--- src/rtl/comp_seq.sv ---
// Multi-cycle MSB-first magnitude comparator: DIGIT bits per clock, signed/unsigned per op.
// Optional feature: define EARLY_EXIT_EN to finish as soon as the first differing digit is seen.
module comp_seq #(
   parameter int WIDTH = 32,
   parameter int DIGIT = 2
) (
   input  logic             clock,
   input  logic             reset_n,
   input  logic             start,
   input  logic             is_signed,
   input  logic [WIDTH-1:0] A,
   input  logic [WIDTH-1:0] B,
   output logic             ready,
   output logic             done,
   output logic             EQ,
   output logic             GT,
   output logic             LT
);

   localparam int STEPS = WIDTH / DIGIT;
   localparam int CW    = (STEPS > 1) ? $clog2(STEPS) : 1;

   typedef enum logic [1:0] {
      IDLE,
      RUN,
      DONE
   } state_t;

   state_t           r_state;
   logic [WIDTH-1:0] r_a;
   logic [WIDTH-1:0] r_b;
   logic [CW-1:0]    r_cnt;
   logic             r_eq;
   logic             r_gt;

   logic [WIDTH-1:0] w_sign_mask;
   logic [DIGIT-1:0] w_digit_a;
   logic [DIGIT-1:0] w_digit_b;
   logic             w_differ;
   logic             w_eq_next;
   logic             w_gt_next;
   logic             w_cnt_zero;
   logic             w_last;

   // Flipping the sign bit maps two's-complement order onto unsigned order.
   assign w_sign_mask = {is_signed, {(WIDTH-1){1'b0}}};

   assign w_digit_a  = r_a[WIDTH-1 -: DIGIT];
   assign w_digit_b  = r_b[WIDTH-1 -: DIGIT];
   assign w_differ   = (w_digit_a != w_digit_b);
   assign w_eq_next  = r_eq & ~w_differ;
   assign w_gt_next  = (r_eq & w_differ) ? (w_digit_a > w_digit_b) : r_gt;
   assign w_cnt_zero = (r_cnt == '0);

`ifdef EARLY_EXIT_EN
   assign w_last = w_cnt_zero | (r_eq & w_differ);
`else
   assign w_last = w_cnt_zero;
`endif

   // Once a digit differs, the first difference decides the order; later digits are ignored.
   always_ff @(posedge clock or negedge reset_n) begin
      if (!reset_n) begin
         r_state <= IDLE;
         r_a     <= '0;
         r_b     <= '0;
         r_cnt   <= '0;
         r_eq    <= 1'b1;
         r_gt    <= 1'b0;
         ready   <= 1'b1;
         done    <= 1'b0;
         EQ      <= 1'b0;
         GT      <= 1'b0;
         LT      <= 1'b0;
      end else begin
         case (r_state)
            IDLE, DONE: begin
               done <= 1'b0;
               if (start) begin
                  r_a     <= A ^ w_sign_mask;
                  r_b     <= B ^ w_sign_mask;
                  r_eq    <= 1'b1;
                  r_gt    <= 1'b0;
                  r_cnt   <= CW'(STEPS - 1);
                  ready   <= 1'b0;
                  EQ      <= 1'b0;
                  GT      <= 1'b0;
                  LT      <= 1'b0;
                  r_state <= RUN;
               end else begin
                  r_state <= IDLE;
               end
            end
            RUN: begin
               r_a   <= r_a << DIGIT;
               r_b   <= r_b << DIGIT;
               r_eq  <= w_eq_next;
               r_gt  <= w_gt_next;
               r_cnt <= r_cnt - CW'(1);
               if (w_last) begin
                  ready   <= 1'b1;
                  done    <= 1'b1;
                  EQ      <= w_eq_next;
                  GT      <= w_gt_next & ~w_eq_next;
                  LT      <= ~w_gt_next & ~w_eq_next;
                  r_state <= DONE;
               end
            end
            default: begin
               ready   <= 1'b1;
               done    <= 1'b0;
               r_state <= IDLE;
            end
         endcase
      end
   end

endmodule

--- config.mk ---
export PLATFORM = sky130hd
export DESIGN_NAME = comp_seq
export DESIGN_NICKNAME = d
export VERILOG_FILES = /design/src/rtl/comp_seq.sv
export SDC_FILE = /design/constraint.sdc
export NUM_CORES = 1
export LEC_CHECK = 0
export CORE_MARGIN = 4
export CORE_UTILIZATION = 54
export CTS_CLUSTER_SIZE = 14
export DETAILED_ROUTE_END_ITERATION = 10
export PLACE_DENSITY = 0.85
export SLEW_MARGIN = 20
export SYNTH_ARGS = -nofsm -noshare
export SYNTH_HDL_FRONTEND = slang
export SYNTH_SLANG_ARGS = --single-unit
export TNS_END_PERCENT = 50
--- constraint.sdc ---
create_clock -name clock -period 2.7 [get_ports clock]
set_input_delay 0.405 -clock clock [delete_from_list [all_inputs] [get_ports clock]]
set_output_delay 0.405 -clock clock [all_outputs]
set_load 0.02 [all_outputs]
== Word level (Yosys, flattened, before mapping) ==
Index checks and enable logic that the tools add are counted.
Word-level totals
  register bits after elaboration: 77
  output and inout port bits: 5
  word-level logic and storage cells: 57
Cells by class
  add/subtract/negate cells: 1
  $lt $le $gt $ge: 1
  eq/ne operators: 5
  multiplexer cells: 23
  bitwise gates (word level): 9
  reduce and logical (&&, ||, !) cells: 7
Operators with widths (count)
  case mux 32 bit (2 select lines): 2
  two-way mux 32 bit: 2
  XOR 32 bit: 2
  case mux 1 bit (2 select lines): 6
  two-way mux 1 bit: 9
  case mux 4 bit (2 select lines): 1
  AND 1 bit: 4
  logical NOT 4 bit: 1
  two-way mux 4 bit: 1
  inequality test 2 bit (second input constant): 2
  case mux 2 bit (2 select lines): 1
  AND reduction 2 bit: 2
  subtractor 4 x 1 -> 4 bit (second input constant): 1
  NOT 1 bit: 3
  AND reduction 3 bit: 1
  == test 2 x 1 -> 1 bit (second input constant): 1
  == test 2 bit (second input constant): 1
  greater-than comparator 2 bit: 1
  logical NOT 2 bit: 1
  two-way mux 2 bit: 1
  inequality test 2 bit: 1
  nonzero test 2 bit: 1
  OR reduction 2 bit: 1

== Longest topological paths before layout ==
Gate-level depths: netlist of run 1.
  depth after elaboration: 7
  depth in mapped cells: 7
  mapped depth without buffers: 7

== Least setup slack after synthesis of run 1 ==
No wires, ideal clock.
  path type: register to register
  start: register r_cnt[0]
  end: register GT
  arrival: 1.160 ns
  data required time: 2.578 ns
  setup slack: 1.419 ns
  cell stages (with the launch flop): 6
  buffers on the path: 0
  clock period less this slack: 1.281 ns
  path through: dfrtp_1 > inv_1 > ha_1 > nor3b_2 > nand2_2 > a32o_1
On the way
  longest elaborated chain between the ends: 3
Ends and longest elaborated chain
  from (decl): line 32  | logic [CW-1:0] r_cnt;
  from (signal assigned): line 84  | r_cnt <= CW'(STEPS - 1);
  from (signal assigned): line 99  | r_cnt <= r_cnt - CW'(1);
  logical NOT 4 bit: line 53  | assign w_cnt_zero = (r_cnt == '0);
  inequality test 2 bit (no source line)
  AND reduction 3 bit (no source line)
  to (signal assigned): line 104  | GT <= w_gt_next & ~w_eq_next;
  to (decl): line 16  | output logic GT,
Every way passes these cells.
A chain may end at the register's enable or synchronous reset.

== Final worst setup path of run 1 ==
  start: input start
  end: register r_b[1]
On the way
  longest elaborated chain between the ends: 2
Ends and longest elaborated chain
  from (decl): line 9  | input logic start,
  inequality test 2 bit (no source line)
  AND reduction 2 bit (no source line)
  to (signal assigned): line 81  | r_b <= B ^ w_sign_mask;
  to (signal assigned): line 96  | r_b <= r_b << DIGIT;
  to (decl): line 31  | logic [WIDTH-1:0] r_b;
Every way passes these cells.

==> flow_summary.yaml, run 1 <==
global_routing:
  grt_pass1_wl_microns: 12000
  overflow: 0
  grt_pass1_vias: 2579
  grt_use_total: 0.202
  antenna_found_initial: 0
  grt_max_degree: 77
placement:
  buffer_ports.inserted: 72
  dpl.hpwl_microns: 4460
  placed_area_sq_um: 3990
  dpl_worst_slack_ns: 0.293
  gp_congestion: 0.755
sta:
  fin_skew_ns: 0.0112
  grt_setup_unrepaired: "no"
  fmax_mhz: 491
  hold_violations: 0
  slew_headroom: 0.313
  setup_viol: 0
  worst_slack_ns: 0.664
  drv_slew: 0
  tightest_slew_ns: 1.03
  period_minus_slack_ns: 2.04
  fin_crit_sh: 0.754
  fin_tns_setup_ns: 0
run_status:
  status: "complete, no violations"
cells_and_area:
  final_net_count: 462
  fin_util: 0.722
  area_delta_synth_final_pct: 29.0
  layout_common_cells: "117 x nand2_1, 74 x dfrtp_1, 71 x clkdlybuf4s50_1"
  fin_area_sq_um: 4280
  drive_gt1_frac: 0.0684
  final_common_cell: "nand2_1"
  n_antenna_cell: 0
floorplan:
  initial_utilization: 0.560
  fp.dieW_microns: 86.3
  dieArea_sq_um: 7450
  core_sq_um: 5920
  rows: 28
  num_io_pins: 73
  die_y_microns: 86.3
synthesis:
  yosys.area_share.simple: 0.167
  ys.flop_type: "dfrtp_1"
  synth_area_sq_um: 3310
  synth_top_family_by_area: "compound AO/OA/AOI/OAI gates"
  synth_compound_area_frac: 0.180
  synth_fa_ha_area_frac: 0.0151
  synth-xor-area-share: 0.00529
  synth-seq-cells: 76
  muxShareOfSynthArea: 0
  synthesis.instances: 327
  synthArstFlopShare: 1.00
  synth.distinct_cells: 30
  yosysSeqAreaShare: 0.575
  avgSynthCellArea_sq_um: 10.1
  synth_edf_count: 0
  ys_warn_count: 0
  syn_nets: 399
critical_path:
  r2r_setup_slack_ns: 0.71
  startpoint_type: "primary input"
  r2r_cells: 4
  crit_fanout: 48
  crit_type: "primary input to flop"
  required_ns: 2.98
  cp-end-kind: "flop"
  crit_arrival_ns: 2.32
  startpoint: "start"
  rr_startpoint: "r_state[0]"
route:
  num_vias: 2568
  viasPerCell: 5.46
  drt-total-wl_microns: 6990
  drt_iter0_markers: 275
  antenna_left: 0
  wire_per_inst_microns: 14.9
  drc_errors: 0
  drtPass1Iterations: 4
clock_network:
  postCtsResizedCells: 0
  htree_num_levels: 3
  postCtsSetupRepairBufs: 0
  path_clk_slew_ns: 0.09
  clockBufferDepth: 2
  clock-sinks: 76
  ctsHoldBuffers: 0
  cts_tree: "yes"
  cts-root-buf: "clkbuf_8"
  cts_made_buffers: 9
  insertion_delay_ns: 0.35
power_and_ir_drop:
  peakVddDrop_uv: 1130
  p_leak_nw: 2.01
  p_per_area_nw_per_um2: 1030
run:
  maxCapViolCount: 0
min_path:
  hold_class: "primary input to async pin"
[critical path, cell delays in order]
cell and delay, ns:
clkdlybuf4s50_1 0.44, nor2b_4 0.15, nor2_4 0.77, buf_4 0.37, a22o_1 0.16
[Yosys cell counts (3+ instances only)]
library cell	instances	share of area
buf_6	6	0.020
inv_1	8	0.0091
nor2_1	3	0.0034
nor3_1	3	0.0045
ha_1	4	0.015
a221o_1	3	0.0091
nand2_1	117	0.13
a31oi_1	3	0.0057
a22o_1	5	0.013
nand3_1	3	0.0045
a21oi_1	3	0.0045
buf_2	11	0.017
o21ai_0	3	0.0045
dfrtp_1	74	0.56
buf_4	5	0.011
a22oi_1	58	0.13
[state kept, by name (all words and copies together), names as in the netlist]
name and flops:
r_cnt 4, done 1, r_state 1, r_a 32, EQ 1, GT 1
LT 1, r_b 32, r_eq 1, r_gt 1, ready 1
[cell families after synthesis]
logic type,Yosys count
fa+ha+maj,4
flops,76
compound gates,80
buf+inv,31
simple gates,134
xor+xnor,2
[through the flow]
step / hold slack (ns) / std cells / power (mW)
3_5_place_dp: 0.463 / 454 / 3.22
6_report: 0.164 / 470 / 4.42
2_1_floorplan: 0.109 / 327 / 2.89
4_1_cts: 0.216 / 470 / 4.44
3_3_place_gp: 0.458 / 454 / 3.14
5_1_grt: 0.243 / 470 / 4.73
[power by group]
| part | switching [mW] | internal (mW) |
|---|---|---|
| Sequential | 0.272 | 1.61 |
| Clock | 0.413 | 0.799 |
| Combinational | 0.731 | 0.591 |
| Total | 1.42 | 3.00 |
[cell type report]
class / instances / area (sq um)
clock buffer: 9 / 124
clock inverter: 7 / 163
fill: 433 / 1650
inverter: 8 / 30.0
multi-input combinational: 220 / 1220
sequential: 76 / 1900
tap: 75 / 93.8
timing repair buffer: 75 / 741
[routing by layer]
layer / global-route usage / share of wire / vias up / wire length [microns]
li1: - / - / 1255 / -
met1: 0.285 / 0.44 / 1234 / 3110
met2: 0.305 / 0.49 / 67 / 3410
met3: 0.0399 / 0.049 / 12 / 344
met4: 0.0878 / 0.019 / 0 / 133
met5: 0 / 0 / - / 0
[path summary, 6_finish.rpt]
kind | endpoint
setup / recovery | r_b[1]
setup reg to reg | r_b[1]
hold reg to reg | r_a[20]
max in group asynchronous | r_a[20]
min in group clock | r_a[20]
hold / removal | r_a[5]
Note: power is estimated with default switching activity, not from simulation.
==> run 2, diff against run 1 <==
CORE_UTILIZATION = 50   (was 54)
PLACE_DENSITY = 0.79   (was 0.85)
clock period = 2.1 ns   (was 2.7 ns; I/O delays follow)
==> run 2 against run 1 <==
  * Via count is 1.1% higher
  * Die area grew 7.2%
  * Count of clock-buffer cells in the layout up 4
  * Sequential share of layout area rose by 0.88 points
  * Hold slack better by 0.29 ns
  * Final cell count increased by 1.3%
  * Sequential power rose by 28%
  * Worst setup slack got worse by 0.45 ns
  * Total power is 14% higher
  * Cell area shrank 1.9%
  * Sequential cell count did not move
  * Largest power group unchanged
  * Highest routed layer unchanged
==> flow_summary.yaml, run 2 (synthesis gave the netlist of run 1 again) <==
floorplan:
  die_y_microns: 89.4
  rows: 29
  dieArea_sq_um: 7990
  initial_utilization: 0.519
  fp.dieW_microns: 89.4
  core_sq_um: 6390
  num_io_pins: 73
critical_path:
  required_ns: 2.37
  crit_arrival_ns: 2.16
  crit_type: "flop to flop"
  r2r_cells: 5
  crit_top_cell: "nand2_1"
  startpoint_type: "flop"
  startpoint: "r_state[0]"
  crit_fanout: 46
  rr_startpoint: "r_state[0]"
  cp-end-kind: "flop"
  r2r_setup_slack_ns: 0.21
  cp_slowest_stage_delay_ns: 0.77
  r2r-end: "r_a[12]"
  path_cells: "nor2b_4 > nor2_4 > buf_4 > nand2_1 > nand2_1"
  slowest_stage: "nor2_4"
placement:
  dpl_worst_slack_ns: -0.0992
  dpl.hpwl_microns: 4420
  buffer_ports.inserted: 72
  gp_congestion: 0.773
global_routing:
  met2_usage: 0.293
  grt_pass1_vias: 2608
  grt_max_degree: 74
  grt_pass1_wl_microns: 11800
  overflow: 0
  grt_use_total: 0.191
  grt.busiest_layer: "met2"
  gr-usage-met1: 0.255
  use_met3: 0.0378
  antenna_found_initial: 0
power_and_ir_drop:
  p_per_area_nw_per_um2: 1200
  power_mw: 5.05
  peakVddDrop_uv: 1020
  p_leak_nw: 1.97
sta:
  period_minus_slack_ns: 1.89
  hold_ws_ns: 0.452
  hold_violations: 0
  fin_skew_ns: 0.0105
  slew_headroom: 0.337
  fmax_mhz: 529
  setup_viol: 0
  tightest_slew_ns: 0.993
  fin_crit_sh: 0.900
  drv_slew: 0
  worst_slack_ns: 0.210
  grt_setup_unrepaired: "no"
cells_and_area:
  nFillCells: 507
  area_delta_synth_final_pct: 26.5
  final_common_cell: "nand2_1"
  fin_util: 0.657
  multi_input_area_sq_um: 1220
  n_antenna_cell: 0
  largestRegisters: "r_a (32), r_b (32), r_cnt (4)"
  drive_gt1_frac: 0.0652
  final_net_count: 466
  register_area_sq_um: 1900
  layout_common_cells: "117 x nand2_1, 74 x dfrtp_1, 71 x clkdlybuf4s50_1"
clock_network:
  clockBufferDepth: 2
  clock-sinks: 76
  cts_made_buffers: 9
  postCtsSetupRepairBufs: 0
  cts-root-buf: "clkbuf_8"
  insertion_delay_ns: 0.34
  htree_num_levels: 3
  path_clk_slew_ns: 0.07
  cts_tree: "yes"
route:
  drt-total-wl_microns: 6880
  antenna_left: 0
  num_vias: 2597
  drt_iter0_markers: 179
  wire_per_inst_microns: 14.5
  drc_errors: 0
  drtPass1Iterations: 4
  viasPerCell: 5.46
run:
  maxCapViolCount: 0
run_status:
  status: "complete, no violations"
min_path:
  hold_class: "primary input to async pin"
run 2: changes by cell type in the layout (fill, tap and decap cells not counted):
cell           change
clkinv_2           +1
buf_4              +2
bufinv_16          -5
clkbuf_1           +4
dlygate4sd3_1      +1
buf_12             +1
run 2: cell type report:
class | instances | share of cell area
Sequential cell | 76 | 0.454
Multi-Input combinational cell | 220 | 0.291
Timing Repair Buffer | 79 | 0.187
Clock buffer | 13 | 0.0331
Tap cell | 77 | 0.0230
Inverter | 8 | 0.00716
Clock inverter | 3 | 0.00418
run 2: per-layer routing:
layer | part of all wire | vias up | wire (microns)
li1 | - | 1267 | -
met1 | 0.47 | 1247 | 3220
met2 | 0.46 | 72 | 3170
met3 | 0.050 | 11 | 345
met4 | 0.021 | 0 | 145
met5 | 0 | - | 0
run 2: what timing repair did:
item | 4_1_cts | 5_1_grt
gates resized for setup | 0 | 0
hold endpoints to repair | 33 | 0
hold buffers | 1 | 0
run 2: stage by stage:
step                setup TNS, ns  cell area [sq um]  instances
floorplan                       0               3310        327
global placement            -1.41               4030        459
detailed placement          -1.79               4030        459
CTS                             0               4190        476
global route                    0               4190        476
finish                          0               4190        476
run 2: worst max-delay path, delay by kind of cell (launching register included):
kind          cells  cell delay, ns
simple gates      4            1.08
flops             1            0.43
buf+inv           1            0.31
run 2: worst max path at each step:
stage	end	slack [ns]
CTS	r_a[25]	0.18
detailed placement	r_a[21]	-0.1
global route	r_a[27]	0.01
floorplan	GT	0.82
finish	r_a[12]	0.21
global placement	r_b[21]	-0.08
run 2: power by group:
| group | leakage (nW) | internal (mW) | switching [mW] |
|---|---|---|---|
| sequential | 0.956 | 2.07 | 0.338 |
| clock | 0.0774 | 0.427 | 0.504 |
| combinational | 0.938 | 0.776 | 0.934 |
| total | 1.97 | 3.27 | 1.78 |
